--- config.mk ---
export PLATFORM = sky130hd
export DESIGN_NAME = bmc_soft_pipe
export DESIGN_NICKNAME = d
export VERILOG_FILES = /design/src/rtl/bmc_soft_pipe.sv
export SDC_FILE = /design/constraint.sdc
export NUM_CORES = 1
export LEC_CHECK = 0
export ABC_AREA = 1
export CAP_MARGIN = 20
export CORE_MARGIN = 5
export CORE_UTILIZATION = 50
export CTS_CLUSTER_SIZE = 28
export DETAILED_ROUTE_END_ITERATION = 8
export HOLD_SLACK_MARGIN = 0.03
export MAX_ROUTING_LAYER = met4
export PLACE_DENSITY = 0.89
export SETUP_SLACK_MARGIN = 0.05
export SLEW_MARGIN = 30
export SYNTH_ARGS = -nofsm -noshare
export SYNTH_HDL_FRONTEND = slang
export SYNTH_SLANG_ARGS = --single-unit
--- constraint.sdc ---
create_clock -name clk -period 3.4 [get_ports clk]
set_input_delay 0.34 -clock clk [delete_from_list [all_inputs] [get_ports clk]]
set_output_delay 0.34 -clock clk [all_outputs]
set_load 0.02 [all_outputs]
--- src/rtl/bmc_soft_pipe.sv ---
// Soft-decision branch metric unit: metrics against all 2^N_BITS code patterns, two-stage valid/ready pipe.
// Optional PUNCTURE_EN adds a puncture phase counter, symbol erasure and the punc_out port.
module bmc_soft_pipe #(
   parameter int N_BITS      = 2,
   parameter int SOFT_W      = 3,
   parameter int M_W         = SOFT_W + $clog2(N_BITS + 1),
   parameter int PUNC_PERIOD = 2,
   parameter logic [N_BITS*PUNC_PERIOD-1:0] PUNC_MASK = '1
) (
   input  logic                           clk,
   input  logic                           rst,
   input  logic                           in_valid,
   output logic                           in_ready,
   input  logic                           in_sof,
   input  logic [N_BITS*SOFT_W-1:0]       rx_soft,
   output logic                           out_valid,
   input  logic                           out_ready,
   output logic [(2**N_BITS)*M_W-1:0]     bm_out,
   output logic                           out_sof
`ifdef PUNCTURE_EN
   ,
   output logic [N_BITS-1:0]              punc_out
`endif
);

   localparam int N_PAT = 2**N_BITS;
   localparam logic [SOFT_W-1:0] S_MAX = '1;

   if (N_BITS < 1 || N_BITS > 4) begin : g_bad_n_bits
      $error("bmc_soft_pipe: N_BITS must be in 1..4");
   end
   if (M_W != SOFT_W + $clog2(N_BITS + 1)) begin : g_bad_m_w
      $error("bmc_soft_pipe: M_W is derived and must not be overridden");
   end
   if ($bits(PUNC_MASK) != N_BITS * PUNC_PERIOD) begin : g_bad_mask
      $error("bmc_soft_pipe: PUNC_MASK width must be N_BITS*PUNC_PERIOD");
   end

   function automatic logic [SOFT_W-1:0] dist_to_one(input logic [SOFT_W-1:0] s);
      return S_MAX - s;
   endfunction

   function automatic logic [M_W-1:0] zext_dist(input logic [SOFT_W-1:0] d);
      return M_W'(d);
   endfunction

   logic vld_p1, vld_p2;
   logic en1, en2, xfer;

   assign en2      = ~vld_p2 | out_ready;
   assign en1      = ~vld_p1 | en2;
   assign in_ready = en1;
   assign xfer     = in_valid & en1;

   logic [N_BITS-1:0] keep_p0;

`ifdef PUNCTURE_EN
   localparam int PH_W = (PUNC_PERIOD > 1) ? $clog2(PUNC_PERIOD) : 1;

   logic [PH_W-1:0] ph_q, ph_use_p0, ph_nxt_p0;

   // in_sof forces phase 0 so the puncture pattern is realigned to the frame start
   always_comb begin
      ph_use_p0 = in_sof ? '0 : ph_q;
      ph_nxt_p0 = (int'(ph_use_p0) == PUNC_PERIOD - 1) ? '0 : ph_use_p0 + PH_W'(1);
      keep_p0   = '1;
      for (int ph = 0; ph < PUNC_PERIOD; ph++) begin
         if (int'(ph_use_p0) == ph) keep_p0 = PUNC_MASK[ph*N_BITS +: N_BITS];
      end
   end

   always_ff @(posedge clk) begin
      if (rst) ph_q <= '0;
      else if (xfer) ph_q <= ph_nxt_p0;
   end
`else
   assign keep_p0 = '1;
`endif

   // ---- stage 1: per-symbol distances ----
   logic [SOFT_W-1:0] d0_p1 [N_BITS];
   logic [SOFT_W-1:0] d1_p1 [N_BITS];
   logic              sof_p1;
   logic [N_BITS-1:0] punc_p1;

   always_ff @(posedge clk) begin
      if (rst) vld_p1 <= 1'b0;
      else if (en1) vld_p1 <= xfer;
   end

   always_ff @(posedge clk) begin
      if (xfer) begin
         sof_p1  <= in_sof;
         punc_p1 <= ~keep_p0;
         for (int k = 0; k < N_BITS; k++) begin
            d0_p1[k] <= keep_p0[k] ? rx_soft[k*SOFT_W +: SOFT_W] : '0;
            d1_p1[k] <= keep_p0[k] ? dist_to_one(rx_soft[k*SOFT_W +: SOFT_W]) : '0;
         end
      end
   end

   logic [M_W-1:0] sum_p1 [N_PAT];

   always_comb begin
      for (int p = 0; p < N_PAT; p++) begin
         sum_p1[p] = '0;
         for (int k = 0; k < N_BITS; k++) begin
            if (((p >> k) & 1) != 0) sum_p1[p] = sum_p1[p] + zext_dist(d1_p1[k]);
            else                     sum_p1[p] = sum_p1[p] + zext_dist(d0_p1[k]);
         end
      end
   end

   // ---- stage 2: pattern metrics, driven straight to the outputs ----
   logic [N_PAT*M_W-1:0] bm_p2;
   logic                 sof_p2;
   logic [N_BITS-1:0]    punc_p2;

   always_ff @(posedge clk) begin
      if (rst) begin
         vld_p2  <= 1'b0;
         bm_p2   <= '0;
         sof_p2  <= 1'b0;
         punc_p2 <= '0;
      end else if (en2) begin
         vld_p2 <= vld_p1;
         if (vld_p1) begin
            sof_p2  <= sof_p1;
            punc_p2 <= punc_p1;
            for (int p = 0; p < N_PAT; p++) bm_p2[p*M_W +: M_W] <= sum_p1[p];
         end
      end
   end

   assign out_valid = vld_p2;
   assign bm_out    = bm_p2;
   assign out_sof   = sof_p2;

`ifdef PUNCTURE_EN
   assign punc_out = punc_p2;
`else
   logic unused_punc;
   assign unused_punc = ^punc_p2;
`endif

endmodule
==> summary.txt <==
Setup path
  • CP Capture Point: in_ready
  • Crit path kind: flop to output port
  • CP required: 3060 ps
  • Critical R2R Launch: d1_p1[0][3]
  • Crit Path Max Fanout: 15
  • Reg2reg end: bm_out[11]
  • Startpoint Class: flop
  • Arr. time, crit path: 1720 ps
  • Worst r2r path cells: 5
  • CP startpoint: vld_p1
  • Flop2flop setup slack: ~1900 ps
  • Type of element capturing the critical path: output port

Placed design
  • Hpwl dp: ~2.1 mm
  • RePlAce Congestion: approximately 0.85
  • Buffers on Ports: 29

Synth
  • Post-synth cell types: 18
  • Post-Synth Adder-Cell Area: 0.143
  • Post-synthesis compound-gate area fraction: 0.0186
  • Synth Area in XOR/XNOR: 0.0109
  • Syn Std Cell Area: approximately 0.0016 sq mm
  • Yosys warns: 0
  • Largest family of logic cells by synthesized area: simple AND/OR/NAND/NOR gates
  • Sequential-to-total area share from yosys stat: 0.479
  • Syn_area_per_cell: 8.57 sq um
  • Post-Synth Simple-Gate Area: 0.225
  • Cells after synthesis: approximately 190
  • Synthesis-stage register bit count: 32
  • Mux contribution to synthesized area: 0

Global routing
  • Initial antenna violation count: 0
  • Total track usage: 0.141
  • Global route overflow: 0
  • Vias in the first global route: 1071
  • Largest net degree at the start of global routing: 18
  • Global-route wire length before repair: between 4 and 5 mm

Route
  • Vias: 1164
  • Post-DRT Antenna Nets: 0
  • DR vias/cell: 4.41
  • Drt wl/cell: approximately 10 um
  • Final wirelength: 2.64 mm
  • Drt first-iter violations: 49
  • Pre-antenna DRT Iters: 4
  • Residual DRC: 0

Floorplanning
  • Site Rows: 20
  • Io pins: 34
  • CORE AREA: 0.00308 sq mm
  • Chip width: roughly 67 um
  • Die footprint: 0.00446 sq mm
  • Die H: 66.8 um
  • Initial Util: 0.523

STA
  • Crit path time final: 2060 ps
  • Fin. max-slew vios: 0
  • RSZ-0062 raised after global routing: false
  • TNS Setup: 0 ps
  • Final setup fails: 0
  • Hold_ws: approximately 480 ps
  • Fmax: 485 MHz
  • Hold Vio Cnt, Final: 0
  • Setup Skew: 7.95 ps
  • Final Cycle Share: 0.606

Clock tree
  • TritonCTS Buffers: 5
  • PostCTS Resize Cnt: 0
  • CTS hold repair buffers: 0
  • Worst-Skew Late Latency: about 330 ps
  • Clk sinks: 32
  • Clock Path Buffers: 2
  • Setup Buffers After CTS: 0
  • H-tree depth: 2
  • Clock-pin slew on the worst setup and hold paths: 90 ps
  • Clock root buffer: clkbuf_4
  • CTS tree: yes

Layout
  • Layout cells sized above 1: 0.0409
  • NumNets Final: 246
  • Most frequent cells in the layout: nand2_1, inv_1, nor2_1
  • Synthesis-to-layout area growth: 22.3%
  • Final core occ: 0.640
  • Antenna cells: 0
  • Most common cell after layout, fill and taps aside: nand2_1
  • Fill cells: 273

Power and ir drop
  • Maximum VDD drop: about 0.23 mV
  • Pwr Density: 420 mW/mm^2
  • Leakage: 0.913 nW

Job
  • Max Cap Violations: 0

Worst hold path
  • Worst hold start: bm_out[16]
  • Worst hold path type: flop to flop

Outcome
  • Status: finished, final reports clean
==> sequential cells by signal, indices dropped and copies added, names as in the netlist <==
name and count:
out_valid 1, out_sof 1, sof_p1 1, d1_p1 6, d0_p1 6, vld_p1 1
bm_out 16
==> report_power, final <==
group,leakage (nW),internal (mW),switching [mW]
Combinational,0.597,0.0757,0.0872
Sequential,0.284,0.427,0.0178
Clock,0.0326,0.102,0.117
==> metal layers <==
metal	up-vias	GRT usage	part of all wire
met3	9	0.0405	0.057
met1	503	0.162	0.44
met5	-	-	0
li1	624	-	-
met2	28	0.222	0.48
met4	0	0.0761	0.024
==> worst min-delay path by stage <==
stage	endpoint	slack, ps	cells after the start
finish	bm_out[16]	480	2
global route	bm_out[16]	520	2
CTS	bm_out[16]	490	2
detailed placement	bm_out[16]	470	2
global placement	bm_out[16]	450	2
floorplan	out_valid	410	1
==> stage by stage <==
stage / power (mW) / instance area [sq um] / setup WS, ps / cells
after floorplan: 0.558 / 1620 / 2020 / 191
after global placement: 0.612 / 1910 / 1500 / 256
after detailed placement: 0.618 / 1910 / 1480 / 256
after CTS: 0.837 / 1970 / 1320 / 264
after global routing: 0.879 / 1970 / 1230 / 264
final: 0.826 / 1970 / 1340 / 264
==> cells in the mapped netlist, drive strengths merged <==
master,n,share of area
nor2,34,0.079
a21oi,6,0.019
inv,36,0.084
nand3b,7,0.033
xnor2,2,0.011
edfxtp,13,0.24
buf,8,0.035
conb,1,0.0023
nand2,38,0.092
nand3,7,0.022
dfxtp,19,0.24
ha,12,0.093
fa,4,0.050
clkinv,1,0.0023
==> critical path: stages (launching register included) <==
cell,delay [ps]
dfxtp_1,630
nand3_1,190
clkdlybuf4s50_1,580
==> layout make-up <==
cell class / instances / area, sq um / area share
sequential: 32 / 771 / 0.391
multi-input combinational: 114 / 656 / 0.333
clock buffer: 8 / 58.8 / 0.0299
inverter: 37 / 139 / 0.0705
timing repair buffer: 29 / 290 / 0.147
tap: 44 / 55.1 / 0.0280
==> cell families (layout without fill, tap and decap cells) <==
| group | count (synthesis) | after routing |
|---|---|---|
| compound gates | 6 | 6 |
| other cells | 1 | 4 |
| fa+ha+maj | 16 | 16 |
| flops | 32 | 32 |
| simple gates | 86 | 86 |
| xor+xnor | 2 | 2 |
| buf+inv | 45 | 74 |
Power figures use the tool's default switching activity.
